<file path="src/rtl/seq_det_pkg.sv">
// Shared state encoding and default sizing for the serial sequence detector.
package seq_det_pkg;

  localparam int unsigned MAX_LEN_DEF = 8;
  localparam int unsigned CNT_W_DEF   = 8;
  localparam int unsigned LEN_W       = 4;

  typedef enum logic [1:0] {
    IDLE  = 2'd0,
    ARMED = 2'd1,
    RUN   = 2'd2,
    DONE  = 2'd3
  } state_e;

endpackage

</file>
<file path="src/rtl/seq_pat_match.sv">
// Bit history shift register, saturating fill counter and pattern compare.
module seq_pat_match
  import seq_det_pkg::*;
#(
  parameter int unsigned MAX_LEN = MAX_LEN_DEF
) (
  input  logic               clk,
  input  logic               rst,
  input  logic               clr,
  input  logic               shift,
  input  logic               bit_in,
  input  logic [MAX_LEN-1:0] pattern,
  input  logic [LEN_W-1:0]   len,
  output logic               hit
);

  logic [MAX_LEN-1:0] hist_q, hist_d;
  logic [LEN_W-1:0]   fill_q, fill_d;
  logic [MAX_LEN-1:0] mask_c;
  logic [MAX_LEN-1:0] window_c;

  // Window includes the bit arriving this cycle so hits are detected in the same cycle.
  always_comb begin
    window_c = {hist_q[MAX_LEN-2:0], bit_in};
    for (int unsigned i = 0; i < MAX_LEN; i++) begin
      mask_c[i] = (i < 32'(len));
    end
  end

  always_comb begin
    hit = shift && (len != '0) && (fill_q >= len - LEN_W'(1)) &&
          ((window_c & mask_c) == (pattern & mask_c));
  end

  always_comb begin
    hist_d = hist_q;
    fill_d = fill_q;
    if (clr) begin
      hist_d = '0;
      fill_d = '0;
    end else if (shift) begin
      hist_d = window_c;
      if (fill_q < len) begin
        fill_d = fill_q + LEN_W'(1);
      end
    end
  end

  always_ff @(posedge clk) begin
    if (rst) begin
      hist_q <= '0;
      fill_q <= '0;
    end else begin
      hist_q <= hist_d;
      fill_q <= fill_d;
    end
  end

endmodule

</file>
<file path="src/rtl/seq_detect_ctrl.sv">
// Configurable serial pattern detector: config handshake, run control,
// overlapping match counting with optional target count.
module seq_detect_ctrl
  import seq_det_pkg::*;
#(
  parameter int unsigned MAX_LEN = MAX_LEN_DEF,
  parameter int unsigned CNT_W   = CNT_W_DEF
) (
  input  logic               clk,
  input  logic               rst,
  input  logic               cfg_valid,
  output logic               cfg_ready,
  input  logic [MAX_LEN-1:0] cfg_pattern,
  input  logic [LEN_W-1:0]   cfg_len,
  input  logic [CNT_W-1:0]   cfg_target,
  output logic               cfg_err,
  input  logic               start,
  input  logic               abort,
  input  logic               in_valid,
  input  logic               in,
  output logic               match,
  output logic [CNT_W-1:0]   match_cnt,
  output logic               busy,
  output logic               done
);

  state_e             state_q, state_d;
  logic [MAX_LEN-1:0] pat_q, pat_d;
  logic [LEN_W-1:0]   len_q, len_d;
  logic [CNT_W-1:0]   tgt_q, tgt_d;
  logic [CNT_W-1:0]   cnt_q, cnt_d;
  logic               match_q, match_d;
  logic               done_q, done_d;
  logic               cfg_err_q, cfg_err_d;
  logic               busy_q, busy_d;
  logic               cfg_ready_q, cfg_ready_d;

  logic               hit_c;
  logic               clr_c;
  logic               shift_c;
  logic               cfg_len_ok_c;
  logic [CNT_W-1:0]   cnt_inc_c;

  assign clr_c        = (state_q == ARMED) && start && !abort;
  assign shift_c      = (state_q == RUN) && in_valid;
  assign cfg_len_ok_c = (cfg_len != '0) && (32'(cfg_len) <= MAX_LEN);
  assign cnt_inc_c    = (cnt_q == '1) ? cnt_q : cnt_q + CNT_W'(1);

  seq_pat_match #(
    .MAX_LEN (MAX_LEN)
  ) u_match (
    .clk     (clk),
    .rst     (rst),
    .clr     (clr_c),
    .shift   (shift_c),
    .bit_in  (in),
    .pattern (pat_q),
    .len     (len_q),
    .hit     (hit_c)
  );

  always_comb begin
    state_d   = state_q;
    pat_d     = pat_q;
    len_d     = len_q;
    tgt_d     = tgt_q;
    cnt_d     = cnt_q;
    match_d   = 1'b0;
    cfg_err_d = 1'b0;

    unique case (state_q)
      IDLE: begin
        if (cfg_valid) begin
          if (cfg_len_ok_c) begin
            pat_d   = cfg_pattern;
            len_d   = cfg_len;
            tgt_d   = cfg_target;
            state_d = ARMED;
          end else begin
            cfg_err_d = 1'b1;
          end
        end
      end
      ARMED: begin
        if (abort) begin
          state_d = DONE;
        end else if (start) begin
          cnt_d   = '0;
          state_d = RUN;
        end
      end
      RUN: begin
        // A hit in the abort cycle is still counted before leaving.
        if (hit_c) begin
          match_d = 1'b1;
          cnt_d   = cnt_inc_c;
          if ((tgt_q != '0) && (cnt_inc_c == tgt_q)) begin
            state_d = DONE;
          end
        end
        if (abort) begin
          state_d = DONE;
        end
      end
      DONE: begin
        state_d = IDLE;
      end
      default: begin
        state_d = IDLE;
      end
    endcase

    done_d      = (state_d == DONE);
    busy_d      = (state_d == RUN);
    cfg_ready_d = (state_d == IDLE);
  end

  always_ff @(posedge clk) begin
    if (rst) begin
      state_q     <= IDLE;
      pat_q       <= '0;
      len_q       <= '0;
      tgt_q       <= '0;
      cnt_q       <= '0;
      match_q     <= 1'b0;
      done_q      <= 1'b0;
      cfg_err_q   <= 1'b0;
      busy_q      <= 1'b0;
      cfg_ready_q <= 1'b1;
    end else begin
      state_q     <= state_d;
      pat_q       <= pat_d;
      len_q       <= len_d;
      tgt_q       <= tgt_d;
      cnt_q       <= cnt_d;
      match_q     <= match_d;
      done_q      <= done_d;
      cfg_err_q   <= cfg_err_d;
      busy_q      <= busy_d;
      cfg_ready_q <= cfg_ready_d;
    end
  end

  assign match     = match_q;
  assign match_cnt = cnt_q;
  assign done      = done_q;
  assign cfg_err   = cfg_err_q;
  assign busy      = busy_q;
  assign cfg_ready = cfg_ready_q;

endmodule

</file>
<file path="config.mk">
export PLATFORM = sky130hd
export DESIGN_NAME = seq_detect_ctrl
export DESIGN_NICKNAME = d
export VERILOG_FILES = /design/src/rtl/seq_det_pkg.sv /design/src/rtl/seq_pat_match.sv /design/src/rtl/seq_detect_ctrl.sv
export SDC_FILE = /design/constraint.sdc
export NUM_CORES = 1
export LEC_CHECK = 0
export BUFFER_PORTS_ARGS = -buffer_cell sky130_fd_sc_hd__buf_2
export CELL_PAD_IN_SITES_DETAIL_PLACEMENT = 0
export CELL_PAD_IN_SITES_GLOBAL_PLACEMENT = 1
export CORE_MARGIN = 2
export CORE_UTILIZATION = 40
export DETAILED_ROUTE_END_ITERATION = 8
export PLACE_DENSITY_LB_ADDON = 0.2
export SLEW_MARGIN = 40
export SYNTH_ARGS = -nofsm -noshare
export SYNTH_HDL_FRONTEND = slang
export SYNTH_SLANG_ARGS = --single-unit
</file>
<file path="constraint.sdc">
create_clock -name clk -period 3.25 [get_ports clk]
set_input_delay 0.65 -clock clk [delete_from_list [all_inputs] [get_ports clk]]
set_output_delay 0.65 -clock clk [all_outputs]
set_load 0.05 [all_outputs]
</file>
After elaboration in Yosys (flattened, before gate mapping)

Index checks and enable logic that the tools add are counted.

Output and inout port bits: 13
Bits of input ports: 27
Flip-flop bits (word level): 46
Logic and storage cells: 78

$add $sub $neg: 3
Reduce and logical (&&, ||, !) cells: 21
Multiplexer cells: 15
Magnitude comparators: 11
Equality and inequality tests: 11
Bitwise operators: 5

Operators by type and width:

| cell                | count |
|---|---|
| $mux 8              | 4 |
| $and 8x8->8         | 2 |
| $eq 8x8->1          | 2 |
| $lt 3x4->1 const A  | 4 |
| $pmux 8 s2          | 1 |
| $mux 2              | 7 |
| $add 8x1->8 const B | 1 |
| $eq 2x2->1 const B  | 4 |
| $eq 8x8->1 const B  | 1 |
| $logic_and 1x1->1   | 8 |
| $lt 1x4->1 const A  | 2 |
| $lt 2x4->1 const A  | 2 |
| $pmux 2 s4          | 1 |
| $reduce_bool 4->1   | 2 |
| $reduce_bool 8->1   | 1 |
| $ne 2x2->1 const B  | 3 |
| $add 4x1->4 const B | 1 |
| $ge 4x4->1          | 1 |
| $le 4x4->1 const B  | 1 |
| $logic_not 2->1     | 2 |
| $lt 4x4->1          | 1 |
| $reduce_and 4->1    | 1 |
| $reduce_or 2->1     | 2 |
| $sub 4x1->4 const B | 1 |
| 8 further kinds     | 11 |

Logic depth before layout (Yosys ltp)

Gate-level depths: netlist of run 1.

Depth after elaboration: 9
Depth in mapped cells: 11
Gate-level depth less buffers: 10

Modules after synthesis

From an unflattened synthesis of run 1, not the netlist that was laid out.

Cell total of the unflattened synthesis: 328
Area, all modules: 2602.5 µm²

Modules (own cells, without submodules):

| module          | sequential area each (µm²) | times used | area an instance (µm²) | cells an instance |
|---|---|---|---|---|
| seq_detect_ctrl | 700.7                      | 1          | 1759.2                 | 231 |
| seq_pat_match   | 220.2                      | 1          | 843.3                  | 97 |

Worst setup path after synthesis of run 1

OpenSTA, ideal clock, no wires.

Kind: reg-to-reg
Start: register cnt_q[0], in the netlist match_cnt[0]
End: register busy_q, in the netlist busy
Stages on the path, launching flop included: 9
Setup slack: 0.781 ns
Path buffers: 1
Required time: 3.134 ns
Period minus slack after synthesis: 2.469 ns
Arrival time: 2.352 ns
Library setup time: 0.116 ns
Path through: dfxtp_1 ha_1 buf_2 nand4_1 or4_1 nand4_1 o2111a_1 inv_1 o211a_1

Cells in the longest elaborated chain, start to end: 9
Elaborated cells between the ends (all ways): 10
Classes of those cells: add/sub (1); eq/ne (3); mux (5); reduce/logical (1)

Ends and longest elaborated chain:

| what                                             | line                   | RTL |
|---|---|---|
| start, declared                                  | seq_detect_ctrl.sv:31  | `logic [CNT_W-1:0] cnt_q, cnt_d;` |
| start signal, assigned                           | seq_detect_ctrl.sv:135 | `cnt_q <= cnt_d;` |
| $add 8x1->8 / $eq 8x8->1 (equally long branches) | seq_detect_ctrl.sv:47  | `assign cnt_inc_c = (cnt_q == '1) ? cnt_q : cnt_q + CNT_W'(1);` |
| $mux 8 *                                         | seq_detect_ctrl.sv:47  |  |
| $eq 8x8->1 *                                     | seq_detect_ctrl.sv:97  | `if ((tgt_q != '0) && (cnt_inc_c == tgt_q)) begin` |
| $logic_and 1x1->1 *                              | seq_detect_ctrl.sv:97  |  |
| $mux 2 *                                         | seq_detect_ctrl.sv:97  |  |
| $mux 2 *                                         | seq_detect_ctrl.sv:94  | `if (hit_c) begin` |
| $mux 2 *                                         | seq_detect_ctrl.sv:101 | `if (abort) begin` |
| $pmux 2 s4 *                                     | seq_detect_ctrl.sv:71  | `unique case (state_q)` |
| $eq 2x2->1 *                                     | seq_detect_ctrl.sv:114 | `busy_d = (state_d == RUN);` |
| end signal, assigned                             | seq_detect_ctrl.sv:139 | `busy_q <= busy_d;` |
| end, declared                                    | seq_detect_ctrl.sv:35  | `logic busy_q, busy_d;` |

Mark *: on every way between the ends. The rest lies on a longest branch, timed or not.
A chain may end at the register's enable or synchronous reset.

Worst setup path in the final report of run 1

Start: register len_q[0]
End: register cnt_q[4], in the netlist match_cnt[4]

Cells in the longest elaborated chain, start to end: 6
Elaborated cells between the ends (all ways): 19
Classes of those cells: add/sub (1); order compare (9); eq/ne (2); bitwise (2); reduce/logical (5)

Ends and longest elaborated chain:

| what                                                   | line                                     | RTL |
|---|---|---|
| start, declared                                        | seq_detect_ctrl.sv:29                    | `logic [LEN_W-1:0] len_q, len_d;` |
| start signal, assigned                                 | seq_detect_ctrl.sv:133                   | `len_q <= len_d;` |
| $sub 4x1->4 (tied with other cells)                    | seq_pat_match.sv:31                      | `hit = shift && (len != '0) && (fill_q >= len - LEN_W'(1)) &&` |
| $ge 4x4->1 (tied with other cells)                     | seq_pat_match.sv:31                      |  |
| $logic_and 1x1->1 / $eq 8x8->1 (equally long branches) | seq_pat_match.sv:31, seq_pat_match.sv:32 |  |
| $logic_and 1x1->1 *                                    | seq_pat_match.sv:31                      |  |
| $ne 2x2->1 (no line) *                                 | -                                        |  |
| $reduce_and 4->1 (no line) *                           | -                                        |  |

Marked as above.

==> results of run 1 <==
## logic make-up (layout without fill, tap and decap cells)
logic type	Yosys count	in the layout	synth area share (%)
compound gates	88	88	22.1
simple gates	129	129	24.6
mux	1	1	0.379
xor+xnor	19	19	6.31
fa+ha+maj	13	13	6.16
buf+inv	31	60	5.50
flops	46	46	34.9
## path summary, 6_finish.rpt
check / startpoint / to / cells after the start
worst max-delay path: len_q[0]$_SDFFE_PP0P_ / match_cnt[4]$_SDFFE_PP0P_ / 8
worst min-delay path: pat_q[4]$_SDFFE_PP0P_ / pat_q[4]$_SDFFE_PP0P_ / 2
worst max register to register: len_q[0]$_SDFFE_PP0P_ / match_cnt[4]$_SDFFE_PP0P_ / 8
worst min register to register: pat_q[4]$_SDFFE_PP0P_ / pat_q[4]$_SDFFE_PP0P_ / 2
## tightest hold or removal path: stages, from the launching register on
cell     delay, ps
dfxtp_1        330
nand2_1         50
a21oi_1         50
## cell type report
| class | instances | area, um^2 | area share [%] |
|---|---|---|---|
| Multi-Input combinational cell | 250 | 1580 | 53.2 |
| Sequential cell | 46 | 921 | 31.1 |
| Timing Repair Buffer | 43 | 225 | 7.60 |
| Tap cell | 77 | 96.3 | 3.25 |
| Clock buffer | 6 | 72.6 | 2.45 |
| Clock inverter | 2 | 37.5 | 1.27 |
| Inverter | 9 | 33.8 | 1.14 |
## stage by stage
stage | setup WS [ps] | utilization [%] | cell area [um^2] | hold slack, ps
after detailed placement | 435 | 44.9 | 2850 | 468
after global routing | 215 | 46.7 | 2960 | 495
after CTS | 428 | 46.6 | 2960 | 480
after global placement | 524 | 44.9 | 2850 | 459
after floorplan | 781 | - | 2640 | 448
final | 449 | 46.7 | 2960 | 475
## sequential cells by signal, indices dropped and copies added (netlist names)
name	cells
busy	1
cfg_err	1
u_match.fill_q	4
u_match.hist_q	7
match_cnt	8
tgt_q	8
done	1
state_q	2
len_q	4
cfg_ready	1
match	1
pat_q	8
## power by group
part | internal, mW | leakage (nW) | switching, mW
clock | 0.230 | 0.0514 | 0.190
sequential | 0.586 | 0.373 | 0.0225
combinational | 0.0718 | 0.695 | 0.115
total | 0.887 | 1.12 | 0.328
## layer usage
metal  up-vias  track usage, %
met5         -               0
met4         0            5.05
met3         2            3.40
met2        68            28.9
met1      1148            28.6
li1       1225               -
## synthesized netlist by cell type, drive strengths merged, types with 6 or more instances
library cell	instances	share of area, %
inv	9	1.3
dfxtp	46	35
nor3	6	1.6
xnor2	13	4.3
xor2	6	2.0
buf	12	2.8
ha	13	6.2
a211oi	6	2.1
and3	6	1.4
nand2	61	9.0
nand3	15	2.8
clkbuf	10	1.4
nor2	13	2.1
o21ai	12	2.3
a21oi	38	7.5
==> results.tsv, run 1 <==
stage	metric	value	unit
layout	antenna-diode-count	0	
synth	synthArstFlopShare	0	%
die	die_y	85.2	um
route	ant_nets	0	
timing	finalHoldViolations	0	
route	wl_met3	362	um
die	initial_utilization	41.6	%
cts	cts_tree	built	
placement	dp_cells	425	
die	core-area	6350	um^2
synth	synth-seq-cells	46	
timing	post-route-period-util	86.2	%
cts	path_clk_slew	80	ps
placement	globalplace.congestion	0.839	
synth	syn_nets	367	
layout	mostFrequentLayoutCell	nand2_1	
route	avgRoutedWirePerCell	15.3	um
run	drv_cap	0	
timing	worst_pin_slew	653	ps
cts	cts_buffers	5	
placement	io_buffers	39	
power	finalPower	1.21	mW
cts	clock_latency	300	ps
critical_path	worstSetupPathType	reg -> reg	
synth	synth_edf_count	0	
route	drt_iter0_drc	135	
route	via_count	2443	
synth	ys.flop_type	dfxtp_1	
die	die-width	85.2	um
critical_path	cpMaxStageDelayCell	o31ai_4	
critical_path	critical_path.top_delay_family	compound AO/OA/AOI/OAI gates	
outcome	outcome	finished clean	
cts	h-tree-depth	2	
critical_path	critPathBufInv	1	
timing	setup_viol	0	
synth	syn_avg_cell_area	8.07	um^2
critical_path	critPathLaunchType	flip-flop	
die	ios	40	
route	top_layer	met4	
timing	timing.fmax	0.357	GHz
grt	grt_max_degree	34	
synth	synthCells	327	
grt	grt_use_total	19.3	%
power	irDropWorstVdd	0.000319	V
grt	grt_pass1_vias	2213	
cts	cts_setup_buffers	0	
route	met2_length	3040	um
hold_path	hold_path_class	reg -> reg	
route	viasPerCell	5.64	
placement	dp_hpwl	4930	um
timing	fin_setup_tns	0	ps
power	leakagePower	1.12	nW
route	drt_pass1_iterations	4	
critical_path	max_stage_delay	580	ps
route	routed_wl	6640	um
critical_path	cp_cell_sequence	inv_1 -> ha_1 -> ha_1 -> a2111oi_0 -> or4_4 -> o31ai_4 -> a41oi_1 -> a211oi_1	
cts	cts_hold_buf	0	
critical_path	critical_path.most_common_cell	ha_1	
cts	root_buffer	clkbuf_8	
critical_path	ff2ff_setup_slack	450	ps
layout	final_cell_mix	nand2_1, dfxtp_1, buf_2, a21oi_1, nand3_1	
critical_path	required	3460	ps
cts	ctsResizeCount	0	
timing	final_max_slew_viol_count	0	
route	drc_errors	0	
layout	layout-drive-gt1-share	17.7	%
critical_path	crit_path_end_kind	flip-flop	
power	powerDensity	410	nW/um^2
layout	nets	395	
die	die-area	7260	um^2
route	wl_met1	3200	um
timing	slew_headroom	56.5	%
critical_path	worstPathMaxFanout	13	
grt	antenna_found_initial	0	
cts	clock-sinks	46	
cts	clock_path_buffers	2	
timing	grt_setup_unrepaired	no	
timing	finalCriticalPeriod	2800	ps
synth	ys_types	51	
grt	grt-ovfl-total	0	
critical_path	worstPathArrival	3010	ps
layout	area_delta_synth_final	12.3	%
timing	finClkSkew	8.48	ps
synth	synth-seq-area-share	34.9	%
synth	netlist_area	2640	um^2
layout	fillers	664	
synth	yosys_warnings	0	
layout	fin_cells	433	
grt	grt_first_pass_wirelength	11200	um
die	rows	29	
No activity file was read; power rests on OpenSTA's default activity.
==> run 2, diff against run 1 <==
RECOVER_POWER = 100   (was not set)
==> results.tsv, run 2 (same netlist as run 1, synthesis figures left out) <==
stage	metric	value	unit	change
cts	cts_tree	built		
cts	cts_hold_buf	0		unchanged
critical_path	crit_path_end_kind	flip-flop		
route	viasPerCell	5.60		-0.78%
cts	cts_buffers	5		unchanged
die	die_y	85.2	um	unchanged
outcome	violations	capacitance limit, slew limit		
grt	grt_max_degree	34		unchanged
critical_path	worstPathArrival	3050	ps	+40 ps
timing	fin_setup_tns	0	ps	unchanged
route	via_count	2424		-0.78%
route	routed_wl	6700	um	+0.86%
power	leakagePower	1.06	nW	-5.5%
route	top_layer	met4		
route	avgRoutedWirePerCell	15.5	um	+0.86%
timing	finalHoldViolations	0		unchanged
timing	worst_pin_slew	1520	ps	+871 ps
cts	root_buffer	clkbuf_8		
timing	grt_setup_unrepaired	no		
cts	cts_setup_buffers	0		unchanged
layout	area_delta_synth_final	11.0	%	
layout	final_cell_mix	nand2_1, dfxtp_1, a21oi_1, buf_2		
placement	globalplace.congestion	0.839		unchanged
cts	clock_path_buffers	2		unchanged
grt	grt_first_pass_wirelength	11200	um	unchanged
critical_path	worstSetupPathType	reg -> reg		
timing	post-route-period-util	87.8	%	+1.6 points
grt	grt_use_total	19.3	%	unchanged
critical_path	critical_path.most_common_cell	ha_1		
run	drv_cap	1		+1
critical_path	critPathBufInv	1		unchanged
layout	layout-drive-gt1-share	12.6	%	-5.1 points
die	die-width	85.2	um	unchanged
critical_path	critPathLaunchType	flip-flop		
layout	utilization	46.1	%	-0.55 points
critical_path	max_stage_delay	590	ps	about the same
layout	fillers	674		+1.5%
critical_path	worstPathMaxFanout	13		unchanged
timing	setup_viol	0		unchanged
layout	fin_cells	433		unchanged
timing	timing.fmax	0.351	GHz	-1.8%
timing	finalCriticalPeriod	2850	ps	+52.1 ps
die	die-area	7260	um^2	unchanged
power	finalPower	1.21	mW	-0.11%
cts	ctsResizeCount	0		unchanged
route	wl_met3	395	um	+9.1%
cts	clock-sinks	46		unchanged
route	ant_nets	0		unchanged
cts	path_clk_slew	80	ps	about the same
die	initial_utilization	41.6	%	unchanged
cts	h-tree-depth	2		unchanged
grt	grt-ovfl-total	0		unchanged
route	drt_pass1_iterations	4		unchanged
hold_path	hold_path_class	reg -> reg		
timing	slew_headroom	-1.61	%	-58 points
die	core-area	6350	um^2	unchanged
die	rows	29		unchanged
cts	clock_latency	290	ps	about the same
grt	grt_pass1_vias	2213		unchanged
layout	antenna-diode-count	0		unchanged
layout	nets	395		unchanged
critical_path	cpMaxStageDelayCell	or4_1		
route	wl_met1	3250	um	+1.6%
placement	placed_cell_area	2850	um^2	unchanged
die	ios	40		unchanged
route	met2_length	3010	um	-0.89%
critical_path	critical_path.top_delay_family	compound AO/OA/AOI/OAI gates		
power	irDropWorstVdd	0.000320	V	+0.33%
layout	stdcell_area	2930	um^2	-1.2%
critical_path	required	3440	ps	-20 ps
timing	finClkSkew	6.16	ps	-2.32 ps
placement	io_buffers	39		unchanged
power	powerDensity	414	nW/um^2	+1.1%
outcome	outcome	complete, but fails checks		
critical_path	cp_cell_sequence	inv_1 -> ha_1 -> ha_1 -> a2111oi_0 -> or4_1 -> o31ai_4 -> a41oi_1 -> a211oi_1		
timing	final_max_slew_viol_count	34		+34
route	drc_errors	0		unchanged
placement	dp_cells	425		unchanged
route	drt_iter0_drc	117		-13%
grt	antenna_found_initial	0		unchanged
placement	dp_hpwl	4930	um	unchanged
layout	mostFrequentLayoutCell	nand2_1		
-- run 2: final timing paths --
check	slack, ps	end	cells after the start	from
worst max-delay path	400	match_cnt[4]$_SDFFE_PP0P_	8	len_q[0]$_SDFFE_PP0P_
worst min-delay path	480	pat_q[1]$_SDFFE_PP0P_	2	pat_q[1]$_SDFFE_PP0P_
worst max register to register	400	match_cnt[4]$_SDFFE_PP0P_	8	len_q[0]$_SDFFE_PP0P_
worst min register to register	480	pat_q[1]$_SDFFE_PP0P_	2	pat_q[1]$_SDFFE_PP0P_
-- run 2: worst register-to-register path, delay by kind of cell (launching register included) --
family	cells	cell delay, ps
and+or+nand+nor	1	590
DFF	1	430
adders and majority gates	2	580
buffers and inverters	1	90
AOI/OAI and AO/OA	4	1050
-- run 2: cell type report --
cell class	count	area, um^2	area share, %
inverters	9	33.8	1.15
clock buffers	6	72.6	2.48
repair buffers	43	208	7.09
multi-input cells	250	1560	53.3
well taps	77	96.3	3.29
clock inverters	2	37.5	1.28
flip-flops and latches	46	921	31.4
-- run 2: stage by stage --
stage	hold WS [ps]	setup WS, ps
finish	475	397
CTS	480	428
floorplan	448	781
global placement	459	524
detailed placement	468	435
global route	495	154
-- run 2: metal layers --
layer  vias up  track usage (%)
li1       1221                -
met1      1134             28.6
met2        67             28.9
met3         2             3.40
met4         0             5.05
met5         -                0
-- run 2: report_power, final --
group	internal, mW	switching [mW]	leakage (nW)
combinational	0.0698	0.114	0.633
sequential	0.586	0.0226	0.373
clock	0.230	0.192	0.0514
total	0.885	0.328	1.06
